===== config.mk =====
export PLATFORM = sky130hd
export DESIGN_NAME = pixel_plot_arbiter
export DESIGN_NICKNAME = d
export VERILOG_FILES = /design/src/rtl/taiko_pkg.sv /design/src/rtl/rr_pick.sv /design/src/rtl/pixel_plot_arbiter.sv
export SDC_FILE = /design/constraint.sdc
export NUM_CORES = 1
export LEC_CHECK = 0
export CORE_MARGIN = 3
export CORE_UTILIZATION = 44
export DETAILED_ROUTE_END_ITERATION = 16
export PLACE_DENSITY = 0.81
export SYNTH_ARGS = -nofsm -noshare
export SYNTH_HDL_FRONTEND = slang
export SYNTH_SLANG_ARGS = --single-unit
export TNS_END_PERCENT = 5

===== constraint.sdc =====
create_clock -name CLOCK_50 -period 2.4 [get_ports CLOCK_50]
set_input_delay 0.24 -clock CLOCK_50 [delete_from_list [all_inputs] [get_ports CLOCK_50]]
set_output_delay 0.24 -clock CLOCK_50 [all_outputs]
set_load 0.01 [all_outputs]

===== src/rtl/taiko_pkg.sv =====
// Screen geometry, pixel field widths and arbiter state encoding used by the
// drawing blocks and the pixel plot arbiter.
package taiko_pkg;

  localparam int SCR_W  = 160;
  localparam int SCR_H  = 120;
  localparam int X_W    = 8;
  localparam int Y_W    = 7;
  localparam int COL_W  = 3;
  localparam int BCNT_W = 9;

  typedef enum logic {
    ST_IDLE  = 1'b0,
    ST_BURST = 1'b1
  } arb_state_t;

endpackage


===== src/rtl/rr_pick.sv =====
// Round-robin pick: first asserted request at or after ptr, searching
// cyclically through NUM_SRC requesters.
module rr_pick #(
  parameter int NUM_SRC = 4,
  localparam int IW = $clog2(NUM_SRC)
) (
  input  logic [NUM_SRC-1:0] req,
  input  logic [IW-1:0]      ptr,
  output logic [IW-1:0]      idx,
  output logic               any
);

  logic [IW-1:0] j;
  logic          found;

  // Walk from ptr with wrap-around; the first hit wins.
  always_comb begin
    idx   = '0;
    found = 1'b0;
    j     = ptr;
    any   = |req;
    for (int k = 0; k < NUM_SRC; k++) begin
      if (!found && req[j]) begin
        idx   = j;
        found = 1'b1;
      end
      j = (j == IW'(NUM_SRC - 1)) ? '0 : j + 1'b1;
    end
  end

endmodule


===== src/rtl/pixel_plot_arbiter.sv =====
// Merges several valid/ready pixel streams onto the single VGA adapter write
// port. One source owns the port for a whole burst; off-screen pixels are
// accepted but not plotted.
module pixel_plot_arbiter #(
  parameter int NUM_SRC   = 4,
  parameter int MAX_BURST = 320,
  parameter int SCR_W     = taiko_pkg::SCR_W,
  parameter int SCR_H     = taiko_pkg::SCR_H
) (
  input  logic                                CLOCK_50,
  input  logic                                reset,
  input  logic [NUM_SRC-1:0]                  src_valid,
  input  logic [NUM_SRC-1:0]                  src_last,
  input  logic [taiko_pkg::X_W*NUM_SRC-1:0]   src_x,
  input  logic [taiko_pkg::Y_W*NUM_SRC-1:0]   src_y,
  input  logic [taiko_pkg::COL_W*NUM_SRC-1:0] src_color,
  output logic [NUM_SRC-1:0]                  src_ready,
  output logic [taiko_pkg::X_W-1:0]           x,
  output logic [taiko_pkg::Y_W-1:0]           y,
  output logic [taiko_pkg::COL_W-1:0]         colour,
  output logic                                plot,
  output logic                                busy
);
  import taiko_pkg::*;

  localparam int GW = $clog2(NUM_SRC);
  localparam logic [BCNT_W-1:0] MAX_B = BCNT_W'(MAX_BURST);
  localparam logic [X_W:0]      X_LIM = (X_W + 1)'(SCR_W);
  localparam logic [Y_W:0]      Y_LIM = (Y_W + 1)'(SCR_H);

  arb_state_t        state, state_n;
  logic [GW-1:0]     gnt, gnt_n, rr, rr_n, pick_idx;
  logic [BCNT_W-1:0] bcnt, bcnt_n, bcnt_inc;
  logic              pick_any, acc, in_scr;

  logic [X_W-1:0]   sel_x;
  logic [Y_W-1:0]   sel_y;
  logic [COL_W-1:0] sel_c;
  logic             sel_last;

  rr_pick #(.NUM_SRC(NUM_SRC)) u_pick (
    .req (src_valid),
    .ptr (rr),
    .idx (pick_idx),
    .any (pick_any)
  );

  // Route the granted source's pixel fields.
  always_comb begin
    sel_x    = '0;
    sel_y    = '0;
    sel_c    = '0;
    sel_last = 1'b0;
    for (int i = 0; i < NUM_SRC; i++) begin
      if (gnt == GW'(i)) begin
        sel_x    = src_x[i*X_W +: X_W];
        sel_y    = src_y[i*Y_W +: Y_W];
        sel_c    = src_color[i*COL_W +: COL_W];
        sel_last = src_last[i];
      end
    end
  end

  assign in_scr   = ({1'b0, sel_x} < X_LIM) && ({1'b0, sel_y} < Y_LIM);
  assign bcnt_inc = bcnt + 1'b1;
  assign busy     = (state == ST_BURST);

  // Next-state: grant on IDLE, count beats and release on last or burst cap.
  always_comb begin
    state_n   = state;
    gnt_n     = gnt;
    rr_n      = rr;
    bcnt_n    = bcnt;
    src_ready = '0;
    acc       = 1'b0;
    case (state)
      ST_IDLE: begin
        if (pick_any) begin
          gnt_n   = pick_idx;
          state_n = ST_BURST;
        end
      end
      ST_BURST: begin
        src_ready[gnt] = src_valid[gnt];
        acc            = src_valid[gnt];
        if (acc) begin
          if (sel_last || bcnt_inc == MAX_B) begin
            bcnt_n  = '0;
            rr_n    = (gnt == GW'(NUM_SRC - 1)) ? '0 : gnt + 1'b1;
            state_n = ST_IDLE;
          end else begin
            bcnt_n = bcnt_inc;
          end
        end
      end
      default: state_n = ST_IDLE;
    endcase
  end

  // Arbiter state register.
  always_ff @(posedge CLOCK_50) begin
    if (reset) begin
      state <= ST_IDLE;
      gnt   <= '0;
      rr    <= '0;
      bcnt  <= '0;
    end else begin
      state <= state_n;
      gnt   <= gnt_n;
      rr    <= rr_n;
      bcnt  <= bcnt_n;
    end
  end

  // Output register: capture on-screen accepted beats, strobe plot once.
  always_ff @(posedge CLOCK_50) begin
    if (reset) begin
      x      <= '0;
      y      <= '0;
      colour <= '0;
      plot   <= 1'b0;
    end else begin
      plot <= acc && in_scr;
      if (acc && in_scr) begin
        x      <= sel_x;
        y      <= sel_y;
        colour <= sel_c;
      end
    end
  end

endmodule


==> flow_summary.ini <==
[floorplan]
io_pins = 106
core_sq_um = 5710
dieArea_sq_um = 7120
start_util = 0.473
die_h_um = 84.4
fp-row-count = 27
die_x_um = 84.4

[synthesis]
synth.yosys.warnings = 0
async_reset_ff_frac = 0
synth-edff-count = 0
avgSynthCellArea_sq_um = 7.90
synth_area_sq_um = 2700
synth.yosys.seq_area_share = 0.245
ys_types = 57
syn_nets = 430
ys.flop_type = dfxtp_1
synth_cells = 342
ys_seq_elements = 33

[worst_hold_path]
min_path_type = reg -> reg
holdPathStages = 2
hp-start = x[3]
hold_end = x[3]

[cts]
root_buffer = clkbuf_8
cts_max_path_buffers = 2
clkSlewWorstSetupHoldPaths_ps = 70
clk_latency_ps = 290
cts_hold_buf = 0
cts_tree = built
clock_sinks = 33
htreeDepth = 2
cts_made_buffers = 5
cts_setup_buffers = 0

[grt]
grt_pass1_wl_um = 13300
grtUsageTotal = 0.227
antenna_found_initial = 0
grt_max_degree = 40
gr-total-overflow = 0
grt_pass1_vias = 2763

[worst_setup_path]
reg2reg_depth = 9
required_ps = 2160
critical_path_arrival_ps = 2090
r2r_slack_ps = 70
reg2reg_from = gnt[0]
cp-end-kind = output port
cp-start-kind = flip-flop
path_max_fanout = 6
worst_r2r_endpoint = y[4]
path_class = reg -> out

[sta]
skew_ps = 7.50
relSlewSlack = 0.705
tightest_slew_ps = 431
slew_viol_final = 0
fmax_mhz = 429
final.setup.tns_ps = 0
hold_violations = 0
finalSetupViolCount = 0
layout_min_cycle_time_ps = 2330
period_share = 0.971

[placed_design]
io_buffers = 105
dp_hpwl_um = 6530
place_congestion = 0.899

[route]
num_vias = 2914
drt-pass1-iter-count = 4
route.detailed.drc = 0
dr.first_iter.drc_count = 170
ant_nets = 0
routed_wirelength_um = 8100
routedWlPerCell_um = 15.6
viasPerCell = 5.63

[pwr]
power_leakage_nw = 1.53
p_sw_uw = 940
intPower_mw = 1.69
p_seq_frac = 0.262
fin_total_pwr_mw = 2.63
power_frac_clock = 0.204
vdd_drop_max_v = 0.000435
cellPowerDensity_nw_per_um2 = 653
swShare = 0.358
power_frac_comb = 0.535

[status]
outcome = finished clean

[layout]
drive_gt1_frac = 0.114
area_growth_syn_to_layout_pct = 49.1
num_antenna_cells = 0
nets = 533

[run]
maxCapViolations = 0
how the worst max path moves through the flow:
stage                   end  cells after the start    startpoint  slack, ps
2_1_floorplan         rr[0]                     10        gnt[1]        210
3_3_place_gp        bcnt[6]                      7  src_valid[1]         80
3_5_place_dp           y[4]                      9        gnt[0]         20
4_1_cts        src_ready[3]                      5        gnt[1]        -20
5_1_grt                y[4]                      9        gnt[0]        -20
6_report       src_ready[0]                      4        gnt[0]         70
layout make-up:
class | instances | area [sq um]
Tap cell | 72 | 90.1
Timing Repair Buffer | 127 | 1250
Clock inverter | 1 | 30.0
Inverter | 17 | 63.8
Fill cell | 463 | 1680
Clock buffer | 7 | 86.3
Multi-Input combinational cell | 261 | 1840
Sequential cell | 33 | 666
critical path, cell delays in order (launching register included):
cell and delay (ps):
dfxtp_4 390, buf_4 140, mux4_2 570, and3_1 230, clkdlybuf4s50_1 470
power by group through the flow:
stage	combinational (mW)	clock, mW	sequential [mW]
CTS	1.38	0.540	0.682
finish	1.41	0.535	0.688
global placement	1.34	0	0.688
floorplan	0.838	0	0.716
detailed placement	1.37	0	0.691
global route	1.52	0.568	0.699
layer usage:
metal	up-vias	GRT usage	part of all wire
li1	1454	-	-
met1	1338	0.293	0.44
met2	109	0.392	0.48
met3	13	0.0393	0.055
met4	0	0.0604	0.017
met5	-	0	0
repair_timing:
item                                    CTS  global route
gates cloned                              0             0
resized for setup                         4             9
endpoints found under the setup margin    3            18
endpoints found under the hold margin     0             0
pin swaps                                 0             2
cell usage after synthesis (all sizes together) (4+ instances only):
cell type  number  area, sq um
dfxtp          33          661
nand2          56          210
ha              6         75.1
o31ai          13         97.6
nor3           16         80.1
xor2            4         35.0
nand4           5         31.3
a211oi          7         57.6
nor2b          30          188
and3            5         31.3
a221oi         14          135
mux2i          15          150
a21oi          12         60.1
nand3b          7         52.6
clkbuf         14         52.6
xnor2           4         35.0
o21ai          10         50.1
nor2            7         26.3
buf            17          124
inv            17         63.8
kinds of logic after synthesis:
family,synth area share
compound gates,0.239
xor+xnor,0.0259
fa+ha+maj,0.0278
buf+inv,0.0889
flops,0.245
mux,0.0931
simple gates,0.280
registers in the layout, indices dropped and copies added, names as in the netlist:
name	flops
x	8
busy	1
gnt	2
y	7
rr	2
bcnt	9
plot	1
colour	3
placed cells by master (no fill, tap or decap), types with 2 or more instances in the layout:
cell             count
nand2_1             56
ha_4                 2
mux2_2               3
clkbuf_8             6
ha_1                 3
nor4_1               2
nand3b_1             7
a221oi_2             2
xnor2_1              4
inv_1               17
o21ai_0             10
a22o_1               2
mux2i_1             15
buf_12               2
nor3_1              16
o211ai_1             3
dfxtp_1             31
or3_1                3
nand3_1              2
a221oi_1            12
nor2b_1             30
a21oi_1             12
a31oi_1              2
and2_1               3
a211oi_1             3
or4_1                2
clkdlybuf4s50_1    104
o31ai_1             13
xor2_1               4
a211oi_2             4
nor2_1               7
mux4_2               3
a221o_1              3
nand4_1              5
buf_4               19
a2111oi_0            2
and3_1               5
a32oi_1              2
metrics by stage:
stage	instance area, sq um	setup slack, ps	hold WS, ps	cells	utilization
5_1_grt	4030	-18.8	481	518	0.705
3_3_place_gp	3860	82.0	438	510	0.675
2_1_floorplan	2700	207	427	342	-
6_report	4030	70.0	458	518	0.705
3_5_place_dp	3860	15.0	447	510	0.675
4_1_cts	3980	-22.5	457	518	0.698
Power figures use the tool's default switching activity.
